**src/rtl/serial_adder_ctrl_if.sv**
```systemverilog
// serial_adder_ctrl_if
// Request/response bundle for the bit-serial add/subtract sequencer.
//   start, sub, in1, in2  : request side, driven by the requester (master)
//   busy, done            : status, driven by the sequencer (slave)
//   sum, cOut, overflow   : result, driven by the sequencer, held until the
//                           next accepted request
// Parameter WIDTH sets operand/result width and must match the sequencer.
interface serial_adder_ctrl_if #(
  parameter int WIDTH = 32
);
  logic             start;
  logic             sub;
  logic [WIDTH-1:0] in1;
  logic [WIDTH-1:0] in2;
  logic             busy;
  logic             done;
  logic [WIDTH-1:0] sum;
  logic             cOut;
  logic             overflow;

  modport master (
    output start, sub, in1, in2,
    input  busy, done, sum, cOut, overflow
  );

  modport slave (
    input  start, sub, in1, in2,
    output busy, done, sum, cOut, overflow
  );
endinterface

```
**src/rtl/serial_adder_ctrl.sv**
```systemverilog
// serial_adder_ctrl
// Bit-serial add/subtract sequencer. A single FullAdder is time-multiplexed
// over the operand bits, LSB first, one bit per clock. A request accepted at
// edge E0 raises busy for WIDTH cycles and pulses done in the cycle after
// edge E0+WIDTH, with sum/cOut/overflow valid from that cycle onward.
//
// Ports:
//   clk   : rising-edge clock
//   rstN  : synchronous, active-low reset
//   bus   : serial_adder_ctrl_if.slave (start, sub, in1, in2 in;
//           busy, done, sum, cOut, overflow out)
// Parameter WIDTH (default 32) must be at least 2.
//
// Build option: define SERIAL_ADDER_OVERFLOW_EN to compute signed overflow
// (carry into MSB XOR carry out). Without it overflow is tied to 0 and the
// carry-into-MSB register is not built.

// One-bit full adder shared across all bit positions.
module FullAdder (
  input  logic a,
  input  logic b,
  input  logic c_in,
  output logic s,
  output logic c_out
);
  assign s     = a ^ b ^ c_in;
  assign c_out = (a & b) | (c_in & (a ^ b));
endmodule

module serial_adder_ctrl #(
  parameter int WIDTH = 32
) (
  input  logic                clk,
  input  logic                rstN,
  serial_adder_ctrl_if.slave  bus
);
  localparam int            CW       = $clog2(WIDTH);
  localparam logic [CW-1:0] LAST_BIT = CW'(WIDTH - 1);
  localparam logic [CW-1:0] PRE_MSB  = CW'(WIDTH - 2);

  typedef enum logic [1:0] {
    IDLE,
    RUN,
    DONE
  } state_t;

  state_t           state_q, state_d;
  logic [WIDTH-1:0] a_reg_q, a_reg_d;
  logic [WIDTH-1:0] b_reg_q, b_reg_d;
  logic [WIDTH-1:0] result_q, result_d;
  logic [WIDTH-1:0] sum_q, sum_d;
  logic [CW-1:0]    bit_cnt_q, bit_cnt_d;
  logic             carry_q, carry_d;
  logic             busy_q, busy_d;
  logic             done_q, done_d;
  logic             c_out_q, c_out_d;
  logic             fa_sum;
  logic             fa_carry;

`ifdef SERIAL_ADDER_OVERFLOW_EN
  logic             carry_into_msb_q, carry_into_msb_d;
  logic             overflow_q, overflow_d;
`endif

  FullAdder u_full_adder (
    .a     (a_reg_q[0]),
    .b     (b_reg_q[0]),
    .c_in  (carry_q),
    .s     (fa_sum),
    .c_out (fa_carry)
  );

  // Next-state logic. The edge that processes the MSB also loads the output
  // registers, so results are already valid during the DONE cycle.
  always_comb begin
    state_d   = state_q;
    a_reg_d   = a_reg_q;
    b_reg_d   = b_reg_q;
    result_d  = result_q;
    sum_d     = sum_q;
    bit_cnt_d = bit_cnt_q;
    carry_d   = carry_q;
    busy_d    = busy_q;
    done_d    = 1'b0;
    c_out_d   = c_out_q;
`ifdef SERIAL_ADDER_OVERFLOW_EN
    carry_into_msb_d = carry_into_msb_q;
    overflow_d       = overflow_q;
`endif

    case (state_q)
      IDLE: begin
        if (bus.start) begin
          // Subtraction is A + ~B + 1: invert B and seed the carry with 1.
          a_reg_d   = bus.in1;
          b_reg_d   = bus.sub ? ~bus.in2 : bus.in2;
          carry_d   = bus.sub;
          bit_cnt_d = '0;
          busy_d    = 1'b1;
          state_d   = RUN;
        end
      end

      RUN: begin
        result_d  = {fa_sum, result_q[WIDTH-1:1]};
        carry_d   = fa_carry;
        a_reg_d   = a_reg_q >> 1;
        b_reg_d   = b_reg_q >> 1;
        bit_cnt_d = bit_cnt_q + CW'(1);
`ifdef SERIAL_ADDER_OVERFLOW_EN
        // Carry out of bit WIDTH-2 is the carry into the MSB.
        if (bit_cnt_q == PRE_MSB) begin
          carry_into_msb_d = fa_carry;
        end
`endif
        if (bit_cnt_q == LAST_BIT) begin
          sum_d   = {fa_sum, result_q[WIDTH-1:1]};
          c_out_d = fa_carry;
`ifdef SERIAL_ADDER_OVERFLOW_EN
          overflow_d = carry_into_msb_q ^ fa_carry;
`endif
          busy_d  = 1'b0;
          done_d  = 1'b1;
          state_d = DONE;
        end
      end

      DONE: begin
        state_d = IDLE;
      end

      default: begin
        state_d = IDLE;
        busy_d  = 1'b0;
      end
    endcase
  end

  always_ff @(posedge clk) begin
    if (!rstN) begin
      state_q   <= IDLE;
      a_reg_q   <= '0;
      b_reg_q   <= '0;
      result_q  <= '0;
      sum_q     <= '0;
      bit_cnt_q <= '0;
      carry_q   <= 1'b0;
      busy_q    <= 1'b0;
      done_q    <= 1'b0;
      c_out_q   <= 1'b0;
`ifdef SERIAL_ADDER_OVERFLOW_EN
      carry_into_msb_q <= 1'b0;
      overflow_q       <= 1'b0;
`endif
    end else begin
      state_q   <= state_d;
      a_reg_q   <= a_reg_d;
      b_reg_q   <= b_reg_d;
      result_q  <= result_d;
      sum_q     <= sum_d;
      bit_cnt_q <= bit_cnt_d;
      carry_q   <= carry_d;
      busy_q    <= busy_d;
      done_q    <= done_d;
      c_out_q   <= c_out_d;
`ifdef SERIAL_ADDER_OVERFLOW_EN
      carry_into_msb_q <= carry_into_msb_d;
      overflow_q       <= overflow_d;
`endif
    end
  end

  assign bus.busy = busy_q;
  assign bus.done = done_q;
  assign bus.sum  = sum_q;
  assign bus.cOut = c_out_q;
`ifdef SERIAL_ADDER_OVERFLOW_EN
  assign bus.overflow = overflow_q;
`else
  assign bus.overflow = 1'b0;
`endif
endmodule

```
**src/flat_wrapper.sv**
```systemverilog
// flat-port wrapper written by rule: the top's interface ports become plain ports
module serial_adder_ctrl_flat 
#(
  parameter int WIDTH = 32
)
  (clk, rstN, bus_start, bus_sub, bus_in1, bus_in2, bus_busy, bus_done, bus_sum, bus_cOut, bus_overflow);
  serial_adder_ctrl_if #(.WIDTH(WIDTH)) bus_i ();
  input  logic clk;
  input  logic rstN;
  input wire logic [$bits(bus_i.start)-1:0] bus_start;
  input wire logic [$bits(bus_i.sub)-1:0] bus_sub;
  input wire logic [$bits(bus_i.in1)-1:0] bus_in1;
  input wire logic [$bits(bus_i.in2)-1:0] bus_in2;
  output wire logic [$bits(bus_i.busy)-1:0] bus_busy;
  output wire logic [$bits(bus_i.done)-1:0] bus_done;
  output wire logic [$bits(bus_i.sum)-1:0] bus_sum;
  output wire logic [$bits(bus_i.cOut)-1:0] bus_cOut;
  output wire logic [$bits(bus_i.overflow)-1:0] bus_overflow;
  assign bus_i.start = bus_start;
  assign bus_i.sub = bus_sub;
  assign bus_i.in1 = bus_in1;
  assign bus_i.in2 = bus_in2;
  assign bus_busy = bus_i.busy;
  assign bus_done = bus_i.done;
  assign bus_sum = bus_i.sum;
  assign bus_cOut = bus_i.cOut;
  assign bus_overflow = bus_i.overflow;
  serial_adder_ctrl #(.WIDTH(WIDTH)) u_core (.clk(clk), .rstN(rstN), .bus(bus_i));
endmodule
```
**config.mk**
```make
export PLATFORM = sky130hd
export DESIGN_NAME = serial_adder_ctrl_flat
export DESIGN_NICKNAME = d
export VERILOG_FILES = /design/src/rtl/serial_adder_ctrl_if.sv /design/src/rtl/serial_adder_ctrl.sv /design/src/flat_wrapper.sv
export SDC_FILE = /design/constraint.sdc
export NUM_CORES = 1
export LEC_CHECK = 0
export CAP_MARGIN = 20
export CORE_MARGIN = 3
export CORE_UTILIZATION = 33
export CTS_BUF_LIST = sky130_fd_sc_hd__clkbuf_4 sky130_fd_sc_hd__clkbuf_8 sky130_fd_sc_hd__clkbuf_16
export DETAILED_ROUTE_END_ITERATION = 10
export PLACE_DENSITY = 0.58
export SLEW_MARGIN = 20
export SYNTH_ARGS = -nofsm -noshare
export SYNTH_HDL_FRONTEND = slang
export SYNTH_SLANG_ARGS = --single-unit
export TNS_END_PERCENT = 50
```
**constraint.sdc**
```tcl
create_clock -name clk -period 4.88 [get_ports clk]
set_input_delay 0.976 -clock clk [delete_from_list [all_inputs] [get_ports clk]]
set_output_delay 0.976 -clock clk [all_outputs]
set_load 0.02 [all_outputs]
```
; ---- Yosys cells after proc, flatten, opt, wreduce, memory -nomap -nowiden
; Index checks and enable logic that the tools add are counted.
[classes]
n_addsub = 1
mux = 16
eq_ne = 5
reduce_logical = 7
bitwise = 7
[op_table]
columns = cell, count
row1 = case mux 32 bit (2 select lines), 2
row2 = 2-to-1 mux 32 bit, 3
row3 = NOT 32 bit, 1
row4 = case mux 5 bit (2 select lines), 1
row5 = AND reduction 2 bit, 4
row6 = adder 5 x 1 -> 5 bit (second input constant), 1
row7 = equality test 5 bit (second input constant), 1
row8 = 2-to-1 mux 5 bit, 1
row9 = 2-to-1 mux 1 bit, 4
row10 = 2-to-1 mux 2 bit, 2
row11 = case mux 2 bit (2 select lines), 1
row12 = case mux 1 bit (3 select lines), 1
row13 = AND reduction 3 bit, 1
row14 = bitwise AND 1 bit, 2
row15 = equality test 2 x 1 -> 1 bit (second input constant), 1
row16 = equality test 2 bit (second input constant), 1
row17 = zero test 2 bit, 1
row18 = inequality test 2 x 1 -> 1 bit (second input constant), 1
row19 = inequality test 2 bit (second input constant), 1
row20 = case mux 1 bit (2 select lines), 1
row21 = nonzero test 2 bit, 1
row22 = bitwise XOR 1 bit, 2
row23 = NOT 1 bit, 1
row24 = bitwise OR 1 bit, 1
[totals]
reg_bits = 139
output_inout_bits = 36
in_bits = 68
elab_cells = 46

; ---- Depth between registers and ports, before layout
; Gate-level depths: netlist of run 1.
[logic_depth]
word_depth = 4
ltp_mapped = 8
mapped_depth_nobuf = 6

; ---- Hierarchy
; A second synthesis of run 1 with hierarchy kept.
[unflattened]
hier_cells = 691
area_unflattened_um2 = 5914.4
[modules_own_cells]
columns = mod, area_per_inst_um2, cells_each, instances, seq_area_each_um2
row1 = serial_adder_ctrl, 5894.4, 690, 1, 2762.6
row2 = FullAdder, 20.0, 1, 1, 0.0

; ---- Least setup slack after synthesis of run 1
; No wires, ideal clock.
[synth_timing]
path_kind = input to register
start = input bus_sub
end = register u_core.b_reg_q[10]
required_ns = 4.758
setup_ns = 0.122
path_slack_ns = 2.956
cell_stages = 5
arrival_ns = 1.802
n_path_buf = 2
path_cell_list = buf_2 buf_2 xnor2_1 nor2_1 a221o_1
[synth_via]
elab_chain_len = 3
[synth_lines]
columns = item, line
row1 = "start, declared", flat_wrapper.sv:11  ; input wire logic [$bits(bus_i.sub)-1:0] bus_sub;
row2 = 2-to-1 mux 32 bit, serial_adder_ctrl.sv:96  ; b_reg_d = bus.sub ? ~bus.in2 : bus.in2;
row3 = 2-to-1 mux 32 bit, serial_adder_ctrl.sv:93  ; if (bus.start) begin
row4 = case mux 32 bit (2 select lines), serial_adder_ctrl.sv:91  ; case (state_q)
row5 = "end signal, assigned", serial_adder_ctrl.sv:158  ; b_reg_q <= b_reg_d;
row6 = "end, declared", serial_adder_ctrl.sv:49  ; logic [WIDTH-1:0] b_reg_q, b_reg_d;
; No other way between the ends. The select of a mux whose other input is x is not followed.
; A chain may end at the register's enable or synchronous reset.

==> impl_metrics.yaml, run 1 <==
sta:
  period_needed_ns: 2.69
  hold_viol_final: 0
  worst_pin_slew_ns: 1.03
  period_share_pct: 55.1
  fin_skew_ns: 0.00961
  rsz0062_at_grt: "no"
  max_slew_margin_pct: 31.5
  tns_ns: 0
  setup_viol: 0
  finalMaxSlewViolations: 0
  hold_ws_ns: 0.452
  max_freq_ghz: 0.372
logic_synthesis:
  synth.top_cell.area_share_pct: 49.6
  synth_compound_area_share_pct: 23.7
  avgSynthCellArea_um2: 8.55
  syn_nets: 722
  yosysTopAreaCell: "dfxtp_1"
  netlist_area_mm2: 0.00557
  ys_seq_area_share_pct: 49.6
  synth-simple-area-share_pct: 15.2
  netlist_top_cells_area: "dfxtp_1, nand2_1, a21oi_1"
  synth_top_family_by_area: "compound AO/OA/AOI/OAI gates"
  synth_xor_area_share_pct: 5.03
  synthesis.instances: 651
  synth.area.mux_share_pct: 0
  synth_cell_type_count: 37
  yosys_warnings: 0
  synthAdderAreaFrac_pct: 0.809
  ys_ff_latch: 138
clocking:
  cts_buffer_depth: 2
  post_cts_buffers: 0
  cts_buffers: 17
  worstSkewPairLatency_ns: 0.42
  cts_tree: "yes"
  htreeDepth: 4
  clkSlewWorstSetupHoldPaths_ns: 0.05
  ctsResizeCount: 0
  root_buffer: "clkbuf_16"
  postCtsHoldBufs: 0
  clock-sinks: 138
setup_path:
  path_depth: 7
  worst_path_largest_cell_delay_ns: 0.58
  cp_max_fo: 75
  cp_data_required_time_ns: 5.18
  path_delay_family: "buffers and inverters"
  r2r-end: "u_core.b_reg_q[21]"
  reg2reg_depth: 5
  rrSetupSlack_ns: 2.51
  cp-endpoint: "u_core.b_reg_q[21]"
  cpMaxStageDelayCell: "buf_4"
  path_buf_inv: 5
  crit_arrival_ns: 2.98
  cp-startpoint: "rstN"
  worst_setup_path_start_kind: "input port"
  crit_chain: "clkdlybuf4s50_1 > buf_4 > inv_2 > buf_4 > nor2_2 > buf_4 > a221o_1"
  cp-end-kind: "flop"
  cpMostUsedCell: "buf_4"
  crit_type: "in -> reg"
  r2r-start: "u_core.state_q[0]"
drt:
  drt_iter0_markers: 281
  num_vias: 4588
  wire_per_inst_um: 13.3
  viasPerCell: 4.82
  drt-pass1-iter-count: 4
  drc: 0
  wirelength_mm: 12.7
  antenna_left: 0
die:
  io_pins: 104
  rows: 46
  start_util_pct: 34.4
  die_y_um: 136
  die_width_um: 136
  fp.coreArea_mm2: 0.0162
  dieArea_mm2: 0.0185
pwr:
  cellPowerDensity_mw_per_mm2: 386
  vdd_drop_max_mv: 0.257
  p_leak_uw: 0.00250
placed_design:
  dp_cells: 920
  io_buffers: 102
  dp_hpwl_mm: 8.04
  place.gp.congestion: 0.745
final_layout:
  fillers: 1554
  synthToLayoutAreaGrowth_pct: 30.0
  nNetsFinal: 794
  diodes: 0
  layoutNonFillerInstCount: 951
  drive_gt1_share_pct: 6.39
run_status:
  outcome: "finished clean"
hold_path:
  min-delay-path-class: "reg -> reg"
  min_from: "u_core.bus.sum[28]"
job:
  drv_cap: 0
global_route:
  grt_use_total_pct: 14.3
  grt_pass1_wl_mm: 21.5
  first_global_vias: 4553
  grt_overflow: 0
  antenna_found_initial: 0
  grt_max_degree: 76
==> Yosys cell counts <==
cell / instances
clkbuf_1: 16
o21bai_1: 1
a31oi_1: 1
buf_1: 2
nand3b_2: 1
clkbuf_2: 1
o21ai_0: 34
nand2b_1: 2
a211oi_1: 1
nor2_2: 2
or3_1: 1
xnor2_1: 31
o22ai_1: 4
nand2_1: 132
nor2b_1: 1
inv_2: 1
and3b_1: 1
buf_6: 4
a22oi_1: 4
nor3b_1: 1
dfxtp_1: 138
o32a_1: 1
buf_2: 29
xor2_1: 1
inv_1: 2
o21ba_4: 1
nand4bb_1: 1
nor2_1: 67
and3_1: 2
ha_1: 2
o2bb2ai_1: 28
nand3_1: 2
conb_1: 1
a221o_1: 31
a21oi_1: 98
fa_1: 1
buf_4: 5
==> stage by stage <==
stage               total power (µW)  setup WS (ns)  util, %  area [µm²]
floorplan                       1400           2.96        -        5570
global placement                1480           1.81     40.9        6620
detailed placement              1490           1.78     40.9        6620
CTS                             2820           2.20     44.7        7230
global route                    2900           2.04     44.8        7240
finish                          2790           2.19     44.8        7240
==> metal layers <==
| metal | track usage, % | routed length, µm |
|---|---|---|
| met1 | 18.4 | 6080 |
| met2 | 23.2 | 5870 |
| met3 | 2.92 | 482 |
| met4 | 6.61 | 221 |
| met5 | 0 | 0 |
==> cell families (layout without fill, tap and decap cells) <==
logic type / Yosys count / after routing
buffers and inverters: 60 / 144
adders and majority gates: 3 / 3
xor gates and xnor gates: 32 / 32
DFF: 138 / 138
other: 1 / 1
AOI/OAI and AO/OA: 204 / 204
and+or+nand+nor: 213 / 213
==> power breakdown <==
| part | leakage, µW | internal [µW] | switching [µW] |
|---|---|---|---|
| sequential | 0.00113 | 1180 | 33.0 |
| combinational | 0.00109 | 127 | 127 |
| clock | 0.000287 | 847 | 477 |
| total | 0.00250 | 2150 | 637 |
==> worst min-delay path: cells and delay by family (launching register included) <==
family          cells  cell delay, ns
flops               1            0.30
compound gates      1            0.05
simple gates        1            0.05
==> layout make-up <==
class / instances / area (µm²) / area share (%)
timing repair buffer: 110 / 1080 / 14.9
sequential: 138 / 2760 / 38.2
clock buffer: 21 / 474 / 6.55
inverter: 3 / 11.3 / 0.156
tap: 216 / 270 / 3.73
multi-input combinational: 453 / 2500 / 34.6
clock inverter: 10 / 141 / 1.95
==> sequential cells by signal (all words and copies together), names as in the netlist <==
| name | cells |
|---|---|
| u_core.state_q | 2 |
| u_core.result_q | 31 |
| u_core.carry_q | 1 |
| u_core.bus.done | 1 |
| u_core.b_reg_q | 32 |
| u_core.bus.sum | 32 |
| u_core.bit_cnt_q | 5 |
| u_core.bus.cOut | 1 |
| u_core.a_reg_q | 32 |
| u_core.bus.busy | 1 |
==> worst min-delay path by stage <==
stage,end,depth (start not counted)
floorplan,u_core.bus.sum[0],2
global placement,u_core.bus.sum[29],2
detailed placement,u_core.bus.sum[28],2
CTS,u_core.bus.sum[28],2
global route,u_core.bus.sum[28],2
finish,u_core.bus.sum[28],2
==> cells in the final DEF (no fill, tap or decap), types with 2 or more instances in the layout <==
master           instances
clkbuf_8                 3
o22ai_1                  4
a21oi_1                 98
o21ai_0                 34
ha_1                     2
a22oi_1                  4
nand2_1                132
nand2b_1                 2
clkbuf_16               17
a221o_1                 31
buf_4                    8
clkinvlp_4               5
nor2_1                  67
nand3_1                  2
clkdlybuf4s50_1        101
o2bb2ai_1               28
xnor2_1                 31
and3_1                   2
bufinv_16                3
inv_1                    2
dfxtp_1                138
Note: power is estimated with default switching activity, not from simulation.
==> run 2: changes to the inputs <==
- PLACE_DENSITY: 0.58 -> 0.6
- clock period: 4.88 -> 2.2 ns (I/O delays scaled with it)
==> impl_metrics.yaml, run 2 (synthesized netlist as in run 1, its figures left out) <==
setup_path:
  crit_chain: "ha_1 > and3_1 > ha_1 > and3b_1 > buf_4 > nand2_1 > a21oi_1"
  worst_path_largest_cell_delay_ns: 0.38
  crit_arrival_ns: 2.18
  crit_type: "reg -> reg"
  cp_max_fo: 33
  r2r-start: "u_core.bit_cnt_q[0]"
  cpMaxStageDelayCell: "dfxtp_1"
  path_buf_inv: 1
  path_delay_family: "simple AND/OR/NAND/NOR gates"
  cp-end-kind: "flop"
  worst_setup_path_start_kind: "flop"
  cp_data_required_time_ns: 2.53
  cpMostUsedCell: "ha_1"
  cp-startpoint: "u_core.bit_cnt_q[0]"
sta:
  finalMaxSlewViolations: 0
  fin_skew_ns: 0.00672
  rsz0062_at_grt: "no"
  setup_viol: 0
  period_share_pct: 83.8
  hold_viol_final: 0
  worst_pin_slew_ns: 1.05
  max_slew_margin_pct: 30.2
  period_needed_ns: 1.84
  max_freq_ghz: 0.543
die:
  start_util_pct: 34.4
  die_y_um: 136
  dieArea_mm2: 0.0185
  io_pins: 104
  die_width_um: 136
  rows: 46
  fp.coreArea_mm2: 0.0162
pwr:
  p_leak_uw: 0.00256
  cellPowerDensity_mw_per_mm2: 861
  net-switching-power_uw: 1420
  p_seq_share_pct: 42.6
  power_frac_clock_pct: 48.0
  vdd_drop_max_mv: 0.634
  p_int_uw: 4890
  comb_power_share_pct: 9.3
  sw_frac_of_total_pct: 22.5
clocking:
  post_cts_buffers: 0
  ctsResizeCount: 0
  cts_buffer_depth: 2
  htreeDepth: 4
  clock-sinks: 138
  cts_buffers: 17
  worstSkewPairLatency_ns: 0.42
  postCtsHoldBufs: 0
  root_buffer: "clkbuf_16"
  cts_tree: "yes"
  clkSlewWorstSetupHoldPaths_ns: 0.06
final_layout:
  final_core_util_pct: 45.3
  final_common_cell: "dfxtp_1"
  final_cell_mix: "dfxtp_1, nand2_1, clkdlybuf4s50_1"
  nNetsFinal: 799
  final_cell_area_mm2: 0.00732
  drive_gt1_share_pct: 7.02
  synthToLayoutAreaGrowth_pct: 31.6
  diodes: 0
  layoutNonFillerInstCount: 957
global_route:
  grt_max_degree: 73
  antenna_found_initial: 0
  grt_use_total_pct: 14.7
  first_global_vias: 4677
  grt_overflow: 0
  grt_pass1_wl_mm: 22.1
placed_design:
  place_area_mm2: 0.00668
  dp_hpwl_mm: 8.52
  io_buffers: 102
  place.gp.congestion: 0.779
  dp_cells: 925
hold_path:
  min-delay-path-class: "reg -> reg"
  min_from: "u_core.bus.sum[15]"
drt:
  wire_per_inst_um: 13.7
  drc: 0
  num_vias: 4738
  viasPerCell: 4.95
  drt-pass1-iter-count: 5
  antenna_left: 0
  wirelength_mm: 13.1
  drt_iter0_markers: 351
run_status:
  outcome: "finished clean"
job:
  drv_cap: 0
[run 2: cell types whose count changed in the layout (fill, tap and decap cells not counted)]
cell | previous run | this run
clkbuf_4 | 1 | 0
clkinv_2 | 1 | 5
bufinv_16 | 3 | 4
nor2_2 | 1 | 0
buf_4 | 8 | 11
and3b_1 | 0 | 1
clkinvlp_4 | 5 | 2
buf_12 | 0 | 2
nor2_4 | 1 | 2
and3b_2 | 1 | 0
[run 2: final timing paths]
check	to	slack (ns)	depth (start not counted)
setup / recovery	u_core.bus.sum[4]	0.36	7
hold / removal	u_core.bus.sum[15]	0.45	2
setup reg to reg	u_core.bus.sum[4]	0.36	7
hold reg to reg	u_core.bus.sum[15]	0.45	2
[run 2: worst register-to-register path: cells and delay by family (launching register included)]
kind	cells	cell delay (ns)
adder cells (fa/ha/maj)	2	0.45
flip-flops	1	0.38
AND/OR/NAND/NOR	3	0.49
buffers and inverters	1	0.31
AO/OA/AOI/OAI	1	0.14
[run 2: routing by layer]
| metal | track usage, % | routed length (µm) | share of wire [%] |
|---|---|---|---|
| met2 | 23.2 | 6000 | 46 |
| met1 | 19.3 | 6240 | 48 |
| met5 | 0 | 0 | 0 |
| met4 | 5.71 | 188 | 1.4 |
| met3 | 4.00 | 641 | 4.9 |
[run 2: per-stage QoR]
step	total power, µW	TNS, ns	hold slack [ns]	setup WS [ns]
detailed placement	3320	-3.00	0.447	-0.110
CTS	6370	0	0.455	0.208
finish	6300	0	0.452	0.357
global placement	3310	-1.23	0.445	-0.0417
floorplan	3100	0	0.432	0.577
global route	6580	0	0.470	0.174
[run 2: layout make-up]
| class | count | area [µm²] |
|---|---|---|
| clock buffers | 20 | 467 |
| well taps | 216 | 270 |
| repair buffers | 115 | 1140 |
| multi-input cells | 453 | 2510 |
| flip-flops and latches | 138 | 2760 |
| inverters | 3 | 11.3 |
| clock inverters | 12 | 169 |
| fillers | 1575 | 8850 |
[run 2: power by group through the flow]
stage	registers, µW	logic, µW	clock network, µW
floorplan	2720	381	0
global placement	2730	574	0
detailed placement	2730	589	0
CTS	2680	590	3100
global route	2700	653	3230
finish	2690	589	3030
